### src/rtl/spi_flash_boot_loader_if.sv
// Boot loader bus bundle: SPI flash pins toward the external flash, the
// instruction-memory write port, and the core release handshake.
interface spi_flash_boot_loader_if;
    logic        spi_sck;
    logic        spi_mosi;
    logic        spi_miso;
    logic        spi_cs;
    logic        itcm_we;
    logic [11:0] itcm_addr;
    logic [31:0] itcm_wdata;
    logic        core_hold;
    logic        boot_done;

    // The loader drives the SPI pins, the ITCM port and the core handshake.
    modport master (
        output spi_sck,
        output spi_mosi,
        input  spi_miso,
        output spi_cs,
        output itcm_we,
        output itcm_addr,
        output itcm_wdata,
        output core_hold,
        output boot_done
    );

    // Flash device / ITCM / core side of the same bundle.
    modport slave (
        input  spi_sck,
        input  spi_mosi,
        output spi_miso,
        input  spi_cs,
        input  itcm_we,
        input  itcm_addr,
        input  itcm_wdata,
        input  core_hold,
        input  boot_done
    );
endinterface

### src/rtl/spi_flash_boot_loader.sv
// SPI flash boot loader. Holds the core in reset, issues a single READ (0x03)
// to the flash, copies BOOT_WORDS little-endian words into the ITCM from byte
// address 0, then releases the core. SPI mode 0: MOSI changes on the SCK
// falling edge, MISO is sampled on the SCK rising edge.
module spi_flash_boot_loader #(
    parameter int          BOOT_WORDS      = 1024,
    parameter logic [23:0] FLASH_BASE_ADDR = 24'h000000,
    parameter int          SCK_DIV         = 4
) (
    input  logic                    clk,
    input  logic                    rst,
    spi_flash_boot_loader_if.master bus
);
    localparam logic [7:0]  DIV_LAST  = 8'(SCK_DIV - 1);
    localparam logic [9:0]  LAST_WORD = 10'(BOOT_WORDS - 1);
    localparam logic [31:0] READ_CMD  = {8'h03, FLASH_BASE_ADDR};

    typedef enum logic [2:0] {
        IDLE,
        CS_SETUP,
        CMD,
        DATA,
        CS_HOLD,
        DONE
    } state_t;

    state_t      state_reg;
    logic [7:0]  div_cnt_reg;     // clk cycles within the current SCK half-period
    logic [4:0]  bit_cnt_reg;     // bit position within command or current word
    logic [31:0] cmd_sr_reg;      // command/address shift register
    logic [6:0]  byte_sr_reg;     // first seven bits of the byte being received
    logic [23:0] word_sr_reg;     // completed lower bytes of the word, byte 0 lowest
    logic [9:0]  word_idx_reg;
    logic        last_word_reg;   // final word has been written

    logic        sck_reg;
    logic        mosi_reg;
    logic        cs_reg;
    logic        we_reg;
    logic [11:0] addr_reg;
    logic [31:0] wdata_reg;
    logic        hold_reg;
    logic        done_reg;

    logic        half_done;
    logic [7:0]  new_byte;

    // A half-period ends when the divider counter reaches SCK_DIV-1.
    assign half_done = (div_cnt_reg == DIV_LAST);
    // Byte as it stands once the current MISO bit is appended (MSB first).
    assign new_byte  = {byte_sr_reg, bus.spi_miso};

    assign bus.spi_sck    = sck_reg;
    assign bus.spi_mosi   = mosi_reg;
    assign bus.spi_cs     = cs_reg;
    assign bus.itcm_we    = we_reg;
    assign bus.itcm_addr  = addr_reg;
    assign bus.itcm_wdata = wdata_reg;
    assign bus.core_hold  = hold_reg;
    assign bus.boot_done  = done_reg;

    // Boot sequencer: SCK generation, command shift-out, data capture and
    // ITCM writes, all with registered outputs.
    always_ff @(posedge clk or posedge rst) begin
        if (rst) begin
            state_reg     <= IDLE;
            div_cnt_reg   <= 8'd0;
            bit_cnt_reg   <= 5'd0;
            cmd_sr_reg    <= 32'd0;
            byte_sr_reg   <= 7'd0;
            word_sr_reg   <= 24'd0;
            word_idx_reg  <= 10'd0;
            last_word_reg <= 1'b0;
            sck_reg       <= 1'b0;
            mosi_reg      <= 1'b0;
            cs_reg        <= 1'b1;
            we_reg        <= 1'b0;
            addr_reg      <= 12'd0;
            wdata_reg     <= 32'd0;
            hold_reg      <= 1'b1;
            done_reg      <= 1'b0;
        end else begin
            we_reg <= 1'b0;
            case (state_reg)
                IDLE: begin
                    // Select the flash and present the first command bit.
                    state_reg   <= CS_SETUP;
                    cs_reg      <= 1'b0;
                    cmd_sr_reg  <= READ_CMD;
                    mosi_reg    <= READ_CMD[31];
                    div_cnt_reg <= 8'd0;
                end

                CS_SETUP: begin
                    if (half_done) begin
                        div_cnt_reg <= 8'd0;
                        state_reg   <= CMD;
                    end else begin
                        div_cnt_reg <= div_cnt_reg + 8'd1;
                    end
                end

                CMD: begin
                    if (half_done) begin
                        div_cnt_reg <= 8'd0;
                        sck_reg     <= ~sck_reg;
                        if (sck_reg) begin
                            // Falling edge: advance to the next command bit.
                            bit_cnt_reg <= bit_cnt_reg + 5'd1;
                            if (bit_cnt_reg == 5'd31) begin
                                state_reg <= DATA;
                                mosi_reg  <= 1'b0;
                            end else begin
                                cmd_sr_reg <= {cmd_sr_reg[30:0], 1'b0};
                                mosi_reg   <= cmd_sr_reg[30];
                            end
                        end
                    end else begin
                        div_cnt_reg <= div_cnt_reg + 8'd1;
                    end
                end

                DATA: begin
                    if (half_done) begin
                        div_cnt_reg <= 8'd0;
                        if (sck_reg) begin
                            // Falling edge; the one after the final sample ends the burst.
                            sck_reg <= 1'b0;
                            if (last_word_reg) begin
                                state_reg <= CS_HOLD;
                            end
                        end else begin
                            // Rising edge: sample MISO.
                            sck_reg     <= 1'b1;
                            byte_sr_reg <= new_byte[6:0];
                            bit_cnt_reg <= bit_cnt_reg + 5'd1;
                            if (bit_cnt_reg[2:0] == 3'd7) begin
                                // Later bytes land higher, so byte 0 ends in bits 7:0.
                                word_sr_reg <= {new_byte, word_sr_reg[23:8]};
                            end
                            if (bit_cnt_reg == 5'd31) begin
                                we_reg    <= 1'b1;
                                addr_reg  <= {word_idx_reg, 2'b00};
                                wdata_reg <= {new_byte, word_sr_reg};
                                if (word_idx_reg == LAST_WORD) begin
                                    last_word_reg <= 1'b1;
                                end else begin
                                    word_idx_reg <= word_idx_reg + 10'd1;
                                end
                            end
                        end
                    end else begin
                        div_cnt_reg <= div_cnt_reg + 8'd1;
                    end
                end

                CS_HOLD: begin
                    if (half_done) begin
                        div_cnt_reg <= 8'd0;
                        cs_reg      <= 1'b1;
                        hold_reg    <= 1'b0;
                        done_reg    <= 1'b1;
                        state_reg   <= DONE;
                    end else begin
                        div_cnt_reg <= div_cnt_reg + 8'd1;
                    end
                end

                DONE: begin
                    state_reg <= DONE;
                end

                default: begin
                    state_reg <= IDLE;
                end
            endcase
        end
    end
endmodule

### src/flat_wrapper.sv
// flat-port wrapper written by rule: the top's interface ports become plain ports
module spi_flash_boot_loader_flat 
#(
    parameter int          BOOT_WORDS      = 1024,
    parameter logic [23:0] FLASH_BASE_ADDR = 24'h000000,
    parameter int          SCK_DIV         = 4
)
  (clk, rst, bus_spi_sck, bus_spi_mosi, bus_spi_miso, bus_spi_cs, bus_itcm_we, bus_itcm_addr, bus_itcm_wdata, bus_core_hold, bus_boot_done);
  spi_flash_boot_loader_if bus_i ();
  input  logic clk;
  input  logic rst;
  output wire logic [$bits(bus_i.spi_sck)-1:0] bus_spi_sck;
  output wire logic [$bits(bus_i.spi_mosi)-1:0] bus_spi_mosi;
  input wire logic [$bits(bus_i.spi_miso)-1:0] bus_spi_miso;
  output wire logic [$bits(bus_i.spi_cs)-1:0] bus_spi_cs;
  output wire logic [$bits(bus_i.itcm_we)-1:0] bus_itcm_we;
  output wire logic [$bits(bus_i.itcm_addr)-1:0] bus_itcm_addr;
  output wire logic [$bits(bus_i.itcm_wdata)-1:0] bus_itcm_wdata;
  output wire logic [$bits(bus_i.core_hold)-1:0] bus_core_hold;
  output wire logic [$bits(bus_i.boot_done)-1:0] bus_boot_done;
  assign bus_spi_sck = bus_i.spi_sck;
  assign bus_spi_mosi = bus_i.spi_mosi;
  assign bus_i.spi_miso = bus_spi_miso;
  assign bus_spi_cs = bus_i.spi_cs;
  assign bus_itcm_we = bus_i.itcm_we;
  assign bus_itcm_addr = bus_i.itcm_addr;
  assign bus_itcm_wdata = bus_i.itcm_wdata;
  assign bus_core_hold = bus_i.core_hold;
  assign bus_boot_done = bus_i.boot_done;
  spi_flash_boot_loader #(.BOOT_WORDS(BOOT_WORDS), .FLASH_BASE_ADDR(FLASH_BASE_ADDR), .SCK_DIV(SCK_DIV)) u_core (.clk(clk), .rst(rst), .bus(bus_i));
endmodule
### config.mk
export PLATFORM = sky130hd
export DESIGN_NAME = spi_flash_boot_loader_flat
export DESIGN_NICKNAME = d
export VERILOG_FILES = /design/src/rtl/spi_flash_boot_loader_if.sv /design/src/rtl/spi_flash_boot_loader.sv /design/src/flat_wrapper.sv
export SDC_FILE = /design/constraint.sdc
export NUM_CORES = 1
export LEC_CHECK = 0
export CAP_MARGIN = 20
export CORE_MARGIN = 3
export CORE_UTILIZATION = 40
export DETAILED_ROUTE_END_ITERATION = 8
export HOLD_SLACK_MARGIN = 0.12
export PLACE_DENSITY = 0.59
export SETUP_SLACK_MARGIN = 0.05
export SLEW_MARGIN = 20
export SYNTH_ARGS = -nofsm -noshare
export SYNTH_HDL_FRONTEND = slang
export SYNTH_SLANG_ARGS = --single-unit
### constraint.sdc
create_clock -name clk -period 5.1 [get_ports clk]
set_input_delay 1.02 -clock clk [delete_from_list [all_inputs] [get_ports clk]]
set_output_delay 1.02 -clock clk [all_outputs]
set_load 0.02 [all_outputs]
== Word-level counts from Yosys, hierarchy flattened ==
Cells that the tools add are included.
Storage, ports and cells
  output and inout port bits: 50
  register bits: 137
  input port bits: 3
  word-level logic and storage cells: 92
Operators by class
  bitwise operators: 2
  $add $sub $neg: 3
  reduce and logical (&&, ||, !) cells: 18
  muxes and demuxes: 34
  equal/unequal tests: 19
Operator list (number)
  31-bit 2-to-1 mux: 3
  31-bit case mux with 2 select lines: 1
  3-bit 2-to-1 mux: 8
  5-bit 2-to-1 mux: 4
  3-bit case mux with 6 select lines: 1
  2-bit by 1-bit != test with 1-bit output (second input constant): 8
  8-bit case mux with 2 select lines: 1
  5-bit AND reduction: 3
  4-bit AND reduction: 3
  1-bit 2-to-1 mux: 11
  10-bit by 1-bit adder with 10-bit output (second input constant): 1
  10-bit equality test (second input constant): 1
  5-bit case mux with 2 select lines: 1
  3-bit equality test (second input constant): 3
  3-bit AND reduction: 3
  8-bit by 1-bit adder with 8-bit output (second input constant): 1
  8-bit by 2-bit equality test with 1-bit output (second input constant): 1
  8-bit 2-to-1 mux: 1
  8-bit AND reduction: 1
  2-bit nonzero test: 4
  3-bit by 2-bit equality test with 1-bit output (second input constant): 2
  1-bit case mux with 2 select lines: 3
  5-bit by 1-bit adder with 5-bit output (second input constant): 1
  5-bit equality test (second input constant): 1
  other kinds (6): 9

== Logic depth before layout (Yosys ltp) ==
Gate-level depths: netlist of run 1.
  depth in word-level cells: 5
  mapped depth: 7
  depth with buffers taken out: 7

== Least setup slack after synthesis of run 1 ==
No wires, ideal clock.
  path kind: reg2reg
  start: register u_core.bit_cnt_reg[0]
  end: register u_core.addr_reg[10] (netlist: u_core.bus.itcm_addr[10])
  path buffers: 1
  path slack: 3165 ps
  required time: 4975 ps
  stages on the path, launching flop included: 7
  clock period less this slack: 1935 ps
  library setup time: 125 ps
  data arrival time: 1810 ps
  path through: dfrtp_1 > ha_1 > and3_1 > ha_1 > nand4_2 > buf_1 > mux2_2
Between the ends
  cells in the longest elaborated chain, start to end: 2
RTL lines
  start, declared: RTL line spi_flash_boot_loader.sv:29  | logic [4:0] bit_cnt_reg;
  start signal, assigned: RTL line spi_flash_boot_loader.sv:109  | bit_cnt_reg <= bit_cnt_reg + 5'd1;
  start signal, assigned: RTL line spi_flash_boot_loader.sv:136  | bit_cnt_reg <= bit_cnt_reg + 5'd1;
  5-bit equality test: RTL line spi_flash_boot_loader.sv:141  | if (bit_cnt_reg == 5'd31) begin
  4-bit AND reduction (no line)
  end signal, assigned: RTL line spi_flash_boot_loader.sv:143  | addr_reg <= {word_idx_reg, 2'b00};
  end, declared: RTL line spi_flash_boot_loader.sv:40  | logic [11:0] addr_reg;
No other way between the ends.
A chain may end at the register's enable or synchronous reset.

== Worst setup path after layout of run 1 ==
  start: register u_core.state_reg[0]
  end: register u_core.word_idx_reg[9]
Between the ends
  cells in the longest elaborated chain, start to end: 2
RTL lines
  start, declared: RTL line spi_flash_boot_loader.sv:27  | state_t state_reg;
  start signal, assigned: RTL line spi_flash_boot_loader.sv:66  | state_reg <= IDLE;
  start signal, assigned: RTL line spi_flash_boot_loader.sv:87  | state_reg <= CS_SETUP;
  start signal, assigned: RTL line spi_flash_boot_loader.sv:97  | state_reg <= CMD;
  3-bit by 2-bit equality test with 1-bit output: RTL line spi_flash_boot_loader.sv:84  | case (state_reg)
  5-bit AND reduction (no line)
  end signal, assigned: RTL line spi_flash_boot_loader.sv:148  | word_idx_reg <= word_idx_reg + 10'd1;
  end, declared: RTL line spi_flash_boot_loader.sv:33  | logic [9:0] word_idx_reg;
No other way between the ends.

==> results of run 1 <==
cell type report:
cell class	instances	area, um^2	area share (%)
inverter	9	36.28	0.6034
tap	143	178.9	2.975
timing repair buffer	53	523.0	8.697
multi-input combinational	200	1829	30.42
sequential	113	2830	47.07
clock buffer	22	484.2	8.052
clock inverter	10	131.4	2.185
critical path, cell delays in order (launching register included):
cell      delay, ps
dfrtp_1         580
nor4bb_1        580
nand4_4         640
nor3_1          420
mux2_2          370
logic make-up after synthesis:
logic type / after synthesis / synth area share, %
other: 1 / 0.07844
multiplexers: 82 / 20.83
AO/OA/AOI/OAI: 34 / 5.051
XOR/XNOR: 14 / 2.565
AND/OR/NAND/NOR: 61 / 7.695
flip-flops: 113 / 59.20
buffers and inverters: 26 / 2.800
adder cells (fa/ha/maj): 7 / 1.780
where the power goes:
group	leakage (uW)	internal (uW)	switching (uW)
logic	0.00109	4.01	19.9
registers	0.00154	899	0.442
clock network	0.000306	815	394
total	0.00293	1720	414
worst max-delay path by stage:
stage          depth (start not counted)                      to             startpoint
3_5_place_dp                           5  u_core.word_idx_reg[9]  u_core.div_cnt_reg[0]
6_report                               4  u_core.word_idx_reg[9]    u_core.state_reg[0]
5_1_grt                                4  u_core.word_idx_reg[9]    u_core.state_reg[0]
3_3_place_gp                           4  u_core.word_idx_reg[9]    u_core.state_reg[0]
4_1_cts                                5  u_core.word_idx_reg[9]  u_core.div_cnt_reg[0]
2_1_floorplan                          1   u_core.bit_cnt_reg[0]                    rst
stage by stage:
stage	setup slack (ps)	total power (uW)	hold slack [ps]	utilization, %
floorplan	1096	931.2	434.2	-
global placement	2450	939.4	431.6	46.67
detailed placement	2396	940.1	431.8	46.67
CTS	2350	2160	440.4	52.00
global route	2077	2206	468.0	52.00
finish	2384	2132	438.8	52.00
layer usage:
| metal | vias up | global-route usage, % | share of wire [%] |
|---|---|---|---|
| met5 | - | 0 | 0 |
| met4 | 0 | 6.573 | 1.6 |
| met3 | 14 | 3.684 | 3.6 |
| met2 | 54 | 19.79 | 45 |
| met1 | 1377 | 18.63 | 50 |
| li1 | 1319 | - | - |
placed cells by master, fill, tap and decap left out, types with 8 or more instances in the layout:
cell type        instances
inv_1                    8
nor2_1                   8
mux2_2                  60
clkbuf_16               17
xor2_1                  11
clkdlybuf4s50_1         50
nor3_1                   9
dfrtp_1                111
nand2_1                 14
mux2_4                  20
==> metrics, run 1 <==
outcome finished, final reports clean; unrepaired setup endpoints after global routing false; Area Growth Syn to Fin 25.78%; nature of the critical path endpoint flip-flop; cts repair resizes 0; CTS root buffer clkbuf_16; chip width 115.3 um; Synth top area share 58.10%; total wire length 8.096 mm; Overall Global Routing Usage 13.52%; Rel. slew slack 45.81%; Fill cells 1002; FF-to-FF Start u_core.state_reg[0]; leading area contributor after synthesis dfrtp_1; Worst R2R Path Depth 4; grt total ovfl 0; die span in y 115.3 um; cts hold-fix bufs 0; vias in the first global route 2812; WL per Instance 14.72 um; clk slew on worst S/H paths 60 ps; H-tree Lvls 4; Post-synth EDFFs 0; Worst R2R End u_core.word_idx_reg[9]; Starting Density 41.34%; Ys Warns 0; Largest register FFs 32; Worst Hold Path EP u_core.bus.core_hold; TritonCTS clock tree yes; port bufs 50; leakage 0.002935 uW; Vias/cell 5.025; Yosys reg bits 113; fin nets 403; Clock Sinks 113; first-pass GRT wire length 14.06 mm; Worst Path Class, Setup flip-flop to flip-flop; Clock Skew 7.971 ps; antenna-violating nets left 0; top-count cell post-synth dfrtp_1; Avg Cell Area, Syn 14.14 um^2; Final Hold Fails 0; drt initial violations 143; Max Clk Rate 368.2 MHz; synth cell count leaders dfrtp_1 (111), mux2_2 (60), mux2_4 (20), nand2_1 (14), xor2_1 (11); # IOs 53; Worst-Margin Slew 806.7 ps; Final GP Congestion 0.7639; FFs w/ async S/R, synth 100.0%; flop2flop setup slack 2380 ps; required time worst endpoint 5390 ps; Slew Limit Fails 0; via count 2764; 1st-pass router iterations 4; Synth cell types 51; Synth area leaders dfrtp_1 (58%), mux2_2 (14%), mux2_4 (6.3%); placed cells 518; Worst VDD drop 0.1798 mV; Core ar. 11560 um^2; Post-Synthesis Cell Area 4781 um^2; Post-CTS Setup Inserts 0; Skew-Pair Late Insertion Delay 400 ps; die area 13300 um^2; fin crit share 53.25%; Final Critical Period 2716 ps; largest net degree at the start of global routing 48; clk buf depth 2; hold wc startpoint u_core.bus.core_hold; max_cap viols 0; share of layout cells above drive strength 1 31.20%; Worst Path Max Fanout 38; Area after DPL 5398 um^2; n_diodes 0; startpoint type of the worst setup path flip-flop; crit path DAT 3010 ps; Fin Setup TNS 0 ps; Final Instance Area 6013 um^2; Syn Inst Count 338; Core Rows 39; Post-DP HPWL 5.245 mm; Final setup viols 0; HP Class flip-flop to flip-flop; hold path cells 2; Residual DRC 0; antenna violations before repair 0; Top FF cell, synth dfrtp_1; CTS Buf Count 17; register area share after synthesis 59.20%; pwr dens 354.6 nW/um^2; Post-Layout Cell Count 550
No activity file was read; power rests on OpenSTA's default activity.
==> inputs of run 2 (changes only) <==
PLACE_DENSITY = 0.61   (was 0.59)
clock period = 2.2 ns   (was 5.1 ns; I/O delays follow)
==> run 2 against run 1 <==
Against the previous run:
- register-to-register slack lost 2200 ps
- first-iteration DRC count grew 42%
- utilization grew 1.3 points
- clock power grew 140%
- critical path type unchanged
- largest power group unchanged
- highest routed layer unchanged
==> metrics, run 2 (synthesis gave the netlist of run 1 again) <==
Fin Setup TNS 0 ps; Overall Global Routing Usage 14.03%; # IOs 53; largest net degree at the start of global routing 92; Final Critical Period 2017 ps; unrepaired setup endpoints after global routing false; Reg power frac 41.5%; nature of the critical path endpoint flip-flop; n_diodes 0; via count 2869; combinational power share 1.2%; pwr dens 814.4 nW/um^2; flop2flop setup slack 180 ps; most common cell after layout, fill and taps aside dfrtp_1; crit path DAT 2300 ps; Max Clk Rate 495.8 MHz; outcome finished, final reports clean; vias in the first global route 2936; die span in y 115.3 um; CTS root buffer clkbuf_16; grt total ovfl 0; Slew Limit Fails 0; worst setup path endpoint u_core.cmd_sr_reg[27]; WL per Instance 15.01 um; Core ar. 11560 um^2; Clk pwr share 57.3%; Skew-Pair Late Insertion Delay 400 ps; hold wc startpoint u_core.bus.core_hold; Worst R2R Path Depth 6; fin crit share 91.68%; antenna violations before repair 0; H-tree Lvls 4; switching part of the total 19.93%; leakage 0.003013 uW; clk buf depth 2; max_cap viols 0; clk slew on worst S/H paths 60 ps; Clock Skew 9.674 ps; startpoint type of the worst setup path flip-flop; required time worst endpoint 2490 ps; Rel. slew slack 66.18%; sw power 1000 uW; Worst-Margin Slew 503.5 ps; Worst Path Max Fanout 6; drt initial violations 203; commonest non-fill, non-tap cells in the layout dfrtp_1 (111), mux2_2 (60), clkdlybuf4s50_1 (50); Post-DP HPWL 5.492 mm; cts repair resizes 0; CTS Buf Count 17; Clock Sinks 113; antenna-violating nets left 0; Final Hold Fails 0; 1st-pass router iterations 4; Vias/cell 5.078; Final GP Congestion 0.7614; Worst R2R End u_core.cmd_sr_reg[27]; FF-to-FF Start u_core.bit_cnt_reg[0]; Largest register FFs 32; port bufs 50; share of layout cells above drive strength 1 33.65%; Area Growth Syn to Fin 28.95%; Worst VDD drop 0.4565 mV; Final setup viols 0; cts hold-fix bufs 0; total power draw 5021 uW; chip width 115.3 um; crit path launch u_core.bit_cnt_reg[0]; Worst Path Class, Setup flip-flop to flip-flop; HP Class flip-flop to flip-flop; Post-CTS Setup Inserts 0; first-pass GRT wire length 14.66 mm; Core Rows 39; Starting Density 41.34%; Pint 4020 uW; Core Util, Final 53.31%; TritonCTS clock tree yes; die area 13300 um^2; fin nets 418; total wire length 8.481 mm; Residual DRC 0
[run 2: cell types whose count changed in the layout (fill, tap and decap cells not counted)]
cell,change
inv_4,-1
clkbuf_8,-3
clkinvlp_4,+2
buf_12,+2
bufinv_16,+1
inv_6,+1
buf_4,+13
clkinv_2,-2
clkinv_4,+2
[run 2: worst max-delay path, stage by stage (launching register included)]
cell and delay, ps:
dfrtp_1 410, ha_1 230, and3_1 210, ha_1 240, nand4b_1 190, a211o_1 380
a22o_1 260
[run 2: how the worst min path moves through the flow]
stage / slack [ps] / to / cells after the start
3_3_place_gp: 440 / u_core.bus.core_hold / 2
4_1_cts: 440 / u_core.bus.core_hold / 2
6_report: 440 / u_core.bus.core_hold / 2
2_1_floorplan: 430 / u_core.bit_cnt_reg[3] / 1
3_5_place_dp: 430 / u_core.bus.core_hold / 2
5_1_grt: 450 / u_core.bus.core_hold / 2
[run 2: power by group through the flow]
| stage | Clock [uW] | Combinational, uW | Sequential, uW |
|---|---|---|---|
| after floorplan | 0 | 38.5 | 2120 |
| after global placement | 0 | 60.8 | 2120 |
| after detailed placement | 0 | 61.6 | 2120 |
| after CTS | 2930 | 62.0 | 2080 |
| after global routing | 3040 | 68.6 | 2080 |
| final | 2880 | 57.8 | 2080 |
[run 2: final cells by class]
class / instances / area (um^2)
Fill cell: 992 / 5400
Clock inverter: 13 / 185.2
Inverter: 9 / 37.54
Sequential cell: 113 / 2830
Clock buffer: 19 / 442.9
Timing Repair Buffer: 68 / 660.6
Tap cell: 143 / 178.9
Multi-Input combinational cell: 200 / 1829
[run 2: routing by layer]
metal  part of all wire (%)  GRT usage (%)  vias up  wire length, um
met5                      0              0        -                0
met3                    3.8          4.368       10              322
met1                     49          19.72     1446             4127
met2                     46          20.60       55             3929
li1                       -              -     1358                -
met4                    1.2          5.008        0              102
[run 2: metrics by stage]
step	instance area (um^2)	setup WS (ps)	hold WS (ps)	std cells
finish	6165	183.1	441.5	565
global route	6165	89.04	453.1	565
CTS	6165	170.9	442.8	565
detailed placement	5537	184.6	433.5	533
global placement	5537	242.5	436.6	533
floorplan	4788	265.3	434.2	339
==> inputs of run 3 (changes only) <==
ABC_CLOCK_PERIOD_IN_PS = 2200   (was not set)
==> results of run 3 <==
Final layout, timing and power as in run 2 (identical DEF).
